==> src/rtl/tmr_scrub_reg_if.sv <==
// tmr_scrub_reg_if: bus bundle for the TMR scrubbing register.
//   wr_i/data_i : write strobe and data
//   upset_i     : fault-injection XOR mask, [3N-1:2N]=A, [2N-1:N]=B, [N-1:0]=C
//   clr_i       : clears error counter and fail flag
//   vtr_o       : 2-of-3 voted value
//   warn_o      : copies disagree
//   scrub_o     : scrub write in progress
//   err_cnt_o   : saturating scrub count
//   fail_o      : sticky repeat-upset-in-guard flag
// The master modport drives the inputs; the slave modport is the register.
interface tmr_scrub_reg_if #(
   parameter int N     = 32,
   parameter int CNT_W = 16
);
   logic             wr_i;
   logic [N-1:0]     data_i;
   logic [3*N-1:0]   upset_i;
   logic             clr_i;
   logic [N-1:0]     vtr_o;
   logic             warn_o;
   logic             scrub_o;
   logic [CNT_W-1:0] err_cnt_o;
   logic             fail_o;

   modport master (
      output wr_i, data_i, upset_i, clr_i,
      input  vtr_o, warn_o, scrub_o, err_cnt_o, fail_o
   );

   modport slave (
      input  wr_i, data_i, upset_i, clr_i,
      output vtr_o, warn_o, scrub_o, err_cnt_o, fail_o
   );
endinterface

==> src/rtl/tmr_scrub_reg.sv <==
// tmr_scrub_reg: triple-modular-redundant register with automatic scrubbing.
// Three copies are voted bitwise; any disagreement latches the voted value and
// rewrites all copies one cycle later, then a guard window watches for a repeat
// upset, which raises the sticky fail flag.
// Ports:
//   clk_i : clock
//   rst_i : synchronous active-high reset
//   bus   : tmr_scrub_reg_if slave (write, upset mask, clear, vote/status out)
module tmr_scrub_reg #(
   parameter int           N         = 32,
   parameter int           CNT_W     = 16,
   parameter int           GUARD_CYC = 8,
   parameter logic [N-1:0] RST_VAL   = '0
) (
   input logic            clk_i,
   input logic            rst_i,
   tmr_scrub_reg_if.slave bus
);

   typedef enum logic [1:0] {RUN, SCRUB, GUARD} state_t;

   state_t           state, state_d;
   logic [7:0]       gcnt, gcnt_d;
   logic [N-1:0]     ca, cb, cc, ca_d, cb_d, cc_d;
   logic [N-1:0]     scrub_q, scrub_q_d;
   logic [CNT_W-1:0] cnt, cnt_d;
   logic             fail, fail_d;
   logic [N-1:0]     vtr;
   logic             warn;
   logic             inc;

   assign vtr  = (ca & cb) | (ca & cc) | (cb & cc);
   assign warn = (ca != cb) || (cb != cc);

   assign bus.vtr_o     = vtr;
   assign bus.warn_o    = warn;
   // Reset in the SCRUB cycle aborts the write, so no pulse is shown.
   assign bus.scrub_o   = (state == SCRUB) && !rst_i;
   assign bus.err_cnt_o = cnt;
   assign bus.fail_o    = fail;

   always_comb begin
      state_d   = state;
      gcnt_d    = gcnt;
      scrub_q_d = scrub_q;
      fail_d    = fail;
      cnt_d     = cnt;
      inc       = 1'b0;

      // Copy update: write beats scrub beats fault injection.
      if (bus.wr_i) begin
         ca_d = bus.data_i;
         cb_d = bus.data_i;
         cc_d = bus.data_i;
      end else if (state == SCRUB) begin
         ca_d = scrub_q;
         cb_d = scrub_q;
         cc_d = scrub_q;
      end else begin
         ca_d = ca ^ bus.upset_i[3*N-1:2*N];
         cb_d = cb ^ bus.upset_i[2*N-1:N];
         cc_d = cc ^ bus.upset_i[N-1:0];
      end

      case (state)
         RUN: begin
            // A concurrent write repairs the mismatch, so no scrub is needed.
            if (warn && !bus.wr_i) begin
               scrub_q_d = vtr;
               state_d   = SCRUB;
               inc       = 1'b1;
            end
         end
         SCRUB: begin
            state_d = GUARD;
            gcnt_d  = 8'(GUARD_CYC - 1);
         end
         GUARD: begin
            if (warn && !bus.wr_i) begin
               fail_d    = 1'b1;
               scrub_q_d = vtr;
               state_d   = SCRUB;
               inc       = 1'b1;
            end else if (gcnt == 8'd0) begin
               state_d = RUN;
            end else begin
               gcnt_d = gcnt - 8'd1;
            end
         end
         default: state_d = RUN;
      endcase

      if (inc && !(&cnt)) cnt_d = cnt + 1'b1;
      if (bus.clr_i) begin
         cnt_d  = '0;
         fail_d = 1'b0;
      end
   end

   always_ff @(posedge clk_i) begin
      if (rst_i) begin
         state   <= RUN;
         gcnt    <= '0;
         ca      <= RST_VAL;
         cb      <= RST_VAL;
         cc      <= RST_VAL;
         scrub_q <= '0;
         cnt     <= '0;
         fail    <= 1'b0;
      end else begin
         state   <= state_d;
         gcnt    <= gcnt_d;
         ca      <= ca_d;
         cb      <= cb_d;
         cc      <= cc_d;
         scrub_q <= scrub_q_d;
         cnt     <= cnt_d;
         fail    <= fail_d;
      end
   end

endmodule

==> src/flat_wrapper.sv <==
// flat-port wrapper written by rule: the top's interface ports become plain ports
module tmr_scrub_reg_flat 
#(
   parameter int           N         = 32,
   parameter int           CNT_W     = 16,
   parameter int           GUARD_CYC = 8,
   parameter logic [N-1:0] RST_VAL   = '0
)
  (clk_i, rst_i, bus_wr_i, bus_data_i, bus_upset_i, bus_clr_i, bus_vtr_o, bus_warn_o, bus_scrub_o, bus_err_cnt_o, bus_fail_o);
  tmr_scrub_reg_if #(.N(N), .CNT_W(CNT_W)) bus_i ();
  input logic clk_i;
  input logic rst_i;
  input wire logic [$bits(bus_i.wr_i)-1:0] bus_wr_i;
  input wire logic [$bits(bus_i.data_i)-1:0] bus_data_i;
  input wire logic [$bits(bus_i.upset_i)-1:0] bus_upset_i;
  input wire logic [$bits(bus_i.clr_i)-1:0] bus_clr_i;
  output wire logic [$bits(bus_i.vtr_o)-1:0] bus_vtr_o;
  output wire logic [$bits(bus_i.warn_o)-1:0] bus_warn_o;
  output wire logic [$bits(bus_i.scrub_o)-1:0] bus_scrub_o;
  output wire logic [$bits(bus_i.err_cnt_o)-1:0] bus_err_cnt_o;
  output wire logic [$bits(bus_i.fail_o)-1:0] bus_fail_o;
  assign bus_i.wr_i = bus_wr_i;
  assign bus_i.data_i = bus_data_i;
  assign bus_i.upset_i = bus_upset_i;
  assign bus_i.clr_i = bus_clr_i;
  assign bus_vtr_o = bus_i.vtr_o;
  assign bus_warn_o = bus_i.warn_o;
  assign bus_scrub_o = bus_i.scrub_o;
  assign bus_err_cnt_o = bus_i.err_cnt_o;
  assign bus_fail_o = bus_i.fail_o;
  tmr_scrub_reg #(.N(N), .CNT_W(CNT_W), .GUARD_CYC(GUARD_CYC), .RST_VAL(RST_VAL)) u_core (.clk_i(clk_i), .rst_i(rst_i), .bus(bus_i));
endmodule
==> config.mk <==
export PLATFORM = sky130hd
export DESIGN_NAME = tmr_scrub_reg_flat
export DESIGN_NICKNAME = d
export VERILOG_FILES = /design/src/rtl/tmr_scrub_reg_if.sv /design/src/rtl/tmr_scrub_reg.sv /design/src/flat_wrapper.sv
export SDC_FILE = /design/constraint.sdc
export NUM_CORES = 1
export LEC_CHECK = 0
export BUFFER_PORTS_ARGS = -buffer_cell sky130_fd_sc_hd__buf_2
export CORE_MARGIN = 5
export CORE_UTILIZATION = 50
export DETAILED_ROUTE_END_ITERATION = 10
export PLACE_DENSITY_LB_ADDON = 0.1
export SYNTH_ARGS = -nofsm -noshare
export SYNTH_HDL_FRONTEND = slang
export SYNTH_SLANG_ARGS = --single-unit
==> constraint.sdc <==
create_clock -name clk_i -period 4.4 [get_ports clk_i]
set_input_delay 0.88 -clock clk_i [delete_from_list [all_inputs] [get_ports clk_i]]
set_output_delay 0.88 -clock clk_i [all_outputs]
set_load 0.005 [all_outputs]
==> summary.txt <==
Largest family of logic cells by synthesized area - compound AO/OA/AOI/OAI gates
WL final - 22800 um
Unrepaired setup endpoints after global routing - no
Pint - 0.00275 W
Sink Count - 155
Pre-antenna DRT Iters - 7
CTS Hold Bufs - 0
Yosys warns - 0
Hold slack final - 0.483 ns
First-pass GRT wire length - 35800 um
Setup Buffers After CTS - 0
Async SR Flop Fraction - 0%
Clock network power share - 40.9%
Slew HR - 26.9%
Fin area - 0.00966 mm^2
Compound-Gate Fraction of Synth Area - 19.5%
Via count - 7368
Multiplexer share of the synthesized area - 0.125%
Avg Synthesized Cell Area - 8.44 um^2
Post-synthesis sequential area ratio - 38.7%
CP Data Required Time - 3.52 ns
Worst-Skew Late Latency - 0.42 ns
Final setup fails - 0
Pre-CTS setup slack - 1.17 ns
Sequential share of power - 42.7%
Top-count cell post-synth - dfxtp_1
Tot GR Track Use - 24.5%
Gpl congestion - 0.835
Crit path kind - reg2out
Leak - 4.75 nW
Area grow syn2layout - 20.4%
Wire per inst - 17.1 um
MaxCap Viol Count - 0
Total negative slack - 0 ns
Critical path endpoint category - primary output
Pin count of the biggest net entering global routing - 80
Area share of the largest cell type after synthesis - 38.7%
DP Area - 0.00905 mm^2
H-tree lvl count - 4
Pwr Density - 387 mW/mm^2
CTS-repair resized insts - 0
Final Hold Fails - 0
Initial antenna violation count - 1
Nets - 1307
Largest cells by area after synthesis - dfxtp_1, xor2_1, ha_1, o21ai_0, nor2_1
DRC Markers - 0
Ports - 183
Grt total ovfl - 0
Seq cells post-synth - 155
Buffers on Ports - 182
Number of synthesized flops with an enable pin - 0
Adder-Cell Fraction of Synth Area - 10.4%
Drt initial violations - 491
Leading area contributor after synthesis - dfxtp_1
HPWL Detailed - 16600 um
Min Clock Period, post-route - 3.44 ns
Worst Hold Class - reg2reg
Xor/xnor cell area share of the yosys netlist - 10.5%
Area of the core - 0.0158 mm^2
CTS clk-pin slew, worst paths - 0.06 ns
Final ANT Viol Nets - 0
Vias in the first global route - 7032
Slew Limit Fails - 0
Via count normalized by instance count - 5.51
Worst setup SP type - flop
Die width - 137 um
Crit-path max FO - 6
Setup WS post-layout - 0.956 ns
Psw - 0.000994 W
Comb pwr share - 16.4%
Die Y - 137 um
Sw Ratio - 26.6%
Root buffer cell - clkbuf_16
CTS tree - done
Non-filler cells, final - 1337
Synthesized cell area - 0.00803 mm^2
Effective utilization at floorplan - 50.7%
Full die area - 0.0187 mm^2
FMAX - 0.290 GHz
Max Buffers Root-to-Sink - 2
Distinct cells, synth - 50
Mapped Cells - 951
Share of post-route cells with drive strength above 1 - 20.6%
Clock skew - 0.00685 ns
Max VDD drop - 0.290 mV
Status - complete, no violations
Synth cell count leaders - dfxtp_1, nor2_1, o21ai_0
Syn nets - 1150
Num CTS Buffers - 17
Slew @ Worst Pin - 1.09 ns
Arrival time worst endpoint - 2.56 ns
Placed Cells - 1305
Post-synthesis simple-gate area fraction - 17.9%
Fin crit share - 78.3%
Std cell rows - 46
Top FF cell, synth - dfxtp_1
[worst paths after layout]
| kind | startpoint | end | slack, ns | cells past startpoint |
|---|---|---|---|---|
| hold reg to reg | u_core.gcnt[6] | u_core.gcnt[6] | 0.48 | 2 |
| setup reg to reg | u_core.cb[28] | u_core.scrub_q[24] | 1.12 | 9 |
| hold / removal | u_core.gcnt[6] | u_core.gcnt[6] | 0.48 | 2 |
| setup / recovery | u_core.cb[28] | bus_warn_o | 0.96 | 6 |
[final cells by class]
cell class | count | area, um^2
repair buffers | 187 | 951
multi-input cells | 741 | 4700
fillers | 1428 | 6160
flip-flops and latches | 155 | 3100
well taps | 216 | 270
diodes | 1 | 2.50
inverters | 6 | 22.5
clock buffers | 24 | 472
clock inverters | 7 | 139
[per-layer routing]
layer	up-vias	track usage (%)	wire length, um
met4	2	7.50	375
met1	3411	32.8	10500
li1	3717	-	-
met5	-	0	13
met2	209	39.2	10600
met3	29	5.66	1390
[sequential cells by signal, summed over array words and instances (netlist names)]
register and count:
u_core.cb 32, u_core.bus.fail_o 1, u_core.scrub_q 32, u_core.ca 32
u_core.gcnt 8, u_core.bus.err_cnt_o 16, u_core.state 2, u_core.cc 32
[critical path, cell delays in order (launching register included)]
cell and delay [ns]:
dfxtp_1 0.34, ha_1 0.31, nor4_1 0.61, nand4_1 0.26, nor4_4 0.33, inv_2 0.14, buf_2 0.17
[cells in the final DEF (no fill, tap or decap), types with 3 or more instances in the layout]
cell type    n
clkbuf_1     5
xor2_1      96
nand3_1      9
and2_1       3
or3_1       10
nor4_1      17
or4_1        7
nand2_1     42
dfxtp_1    155
o21a_1       3
nand4_1     11
nor3_1      38
o211ai_1     3
buf_2      181
o41ai_1      3
clkbuf_16   17
inv_1        5
bufinv_16    4
a21oi_1    107
buf_4        6
nor2_1     143
o21ai_0    108
a211o_1     32
o31ai_1      8
ha_1        67
[power groups by stage]
stage	combinational [W]	clock (W)	sequential [W]
global placement	0.000608	0	0.00162
CTS	0.000616	0.00156	0.00160
floorplan	0.000375	0	0.00160
global route	0.000690	0.00162	0.00161
detailed placement	0.000607	0	0.00163
finish	0.000613	0.00153	0.00160
[metrics by stage]
stage	utilization (%)	total power, W
after CTS	61.0	0.00377
after floorplan	-	0.00198
after global placement	57.2	0.00223
after detailed placement	57.2	0.00223
after global routing	61.0	0.00391
final	61.1	0.00374
[logic make-up after synthesis]
| logic type | after synthesis |
|---|---|
| xor gates and xnor gates | 96 |
| DFF | 155 |
| muxes | 1 |
| and+or+nand+nor | 304 |
| AOI/OAI and AO/OA | 273 |
| adders and majority gates | 67 |
| buffers and inverters | 55 |
(Power assumes the default switching activity.)
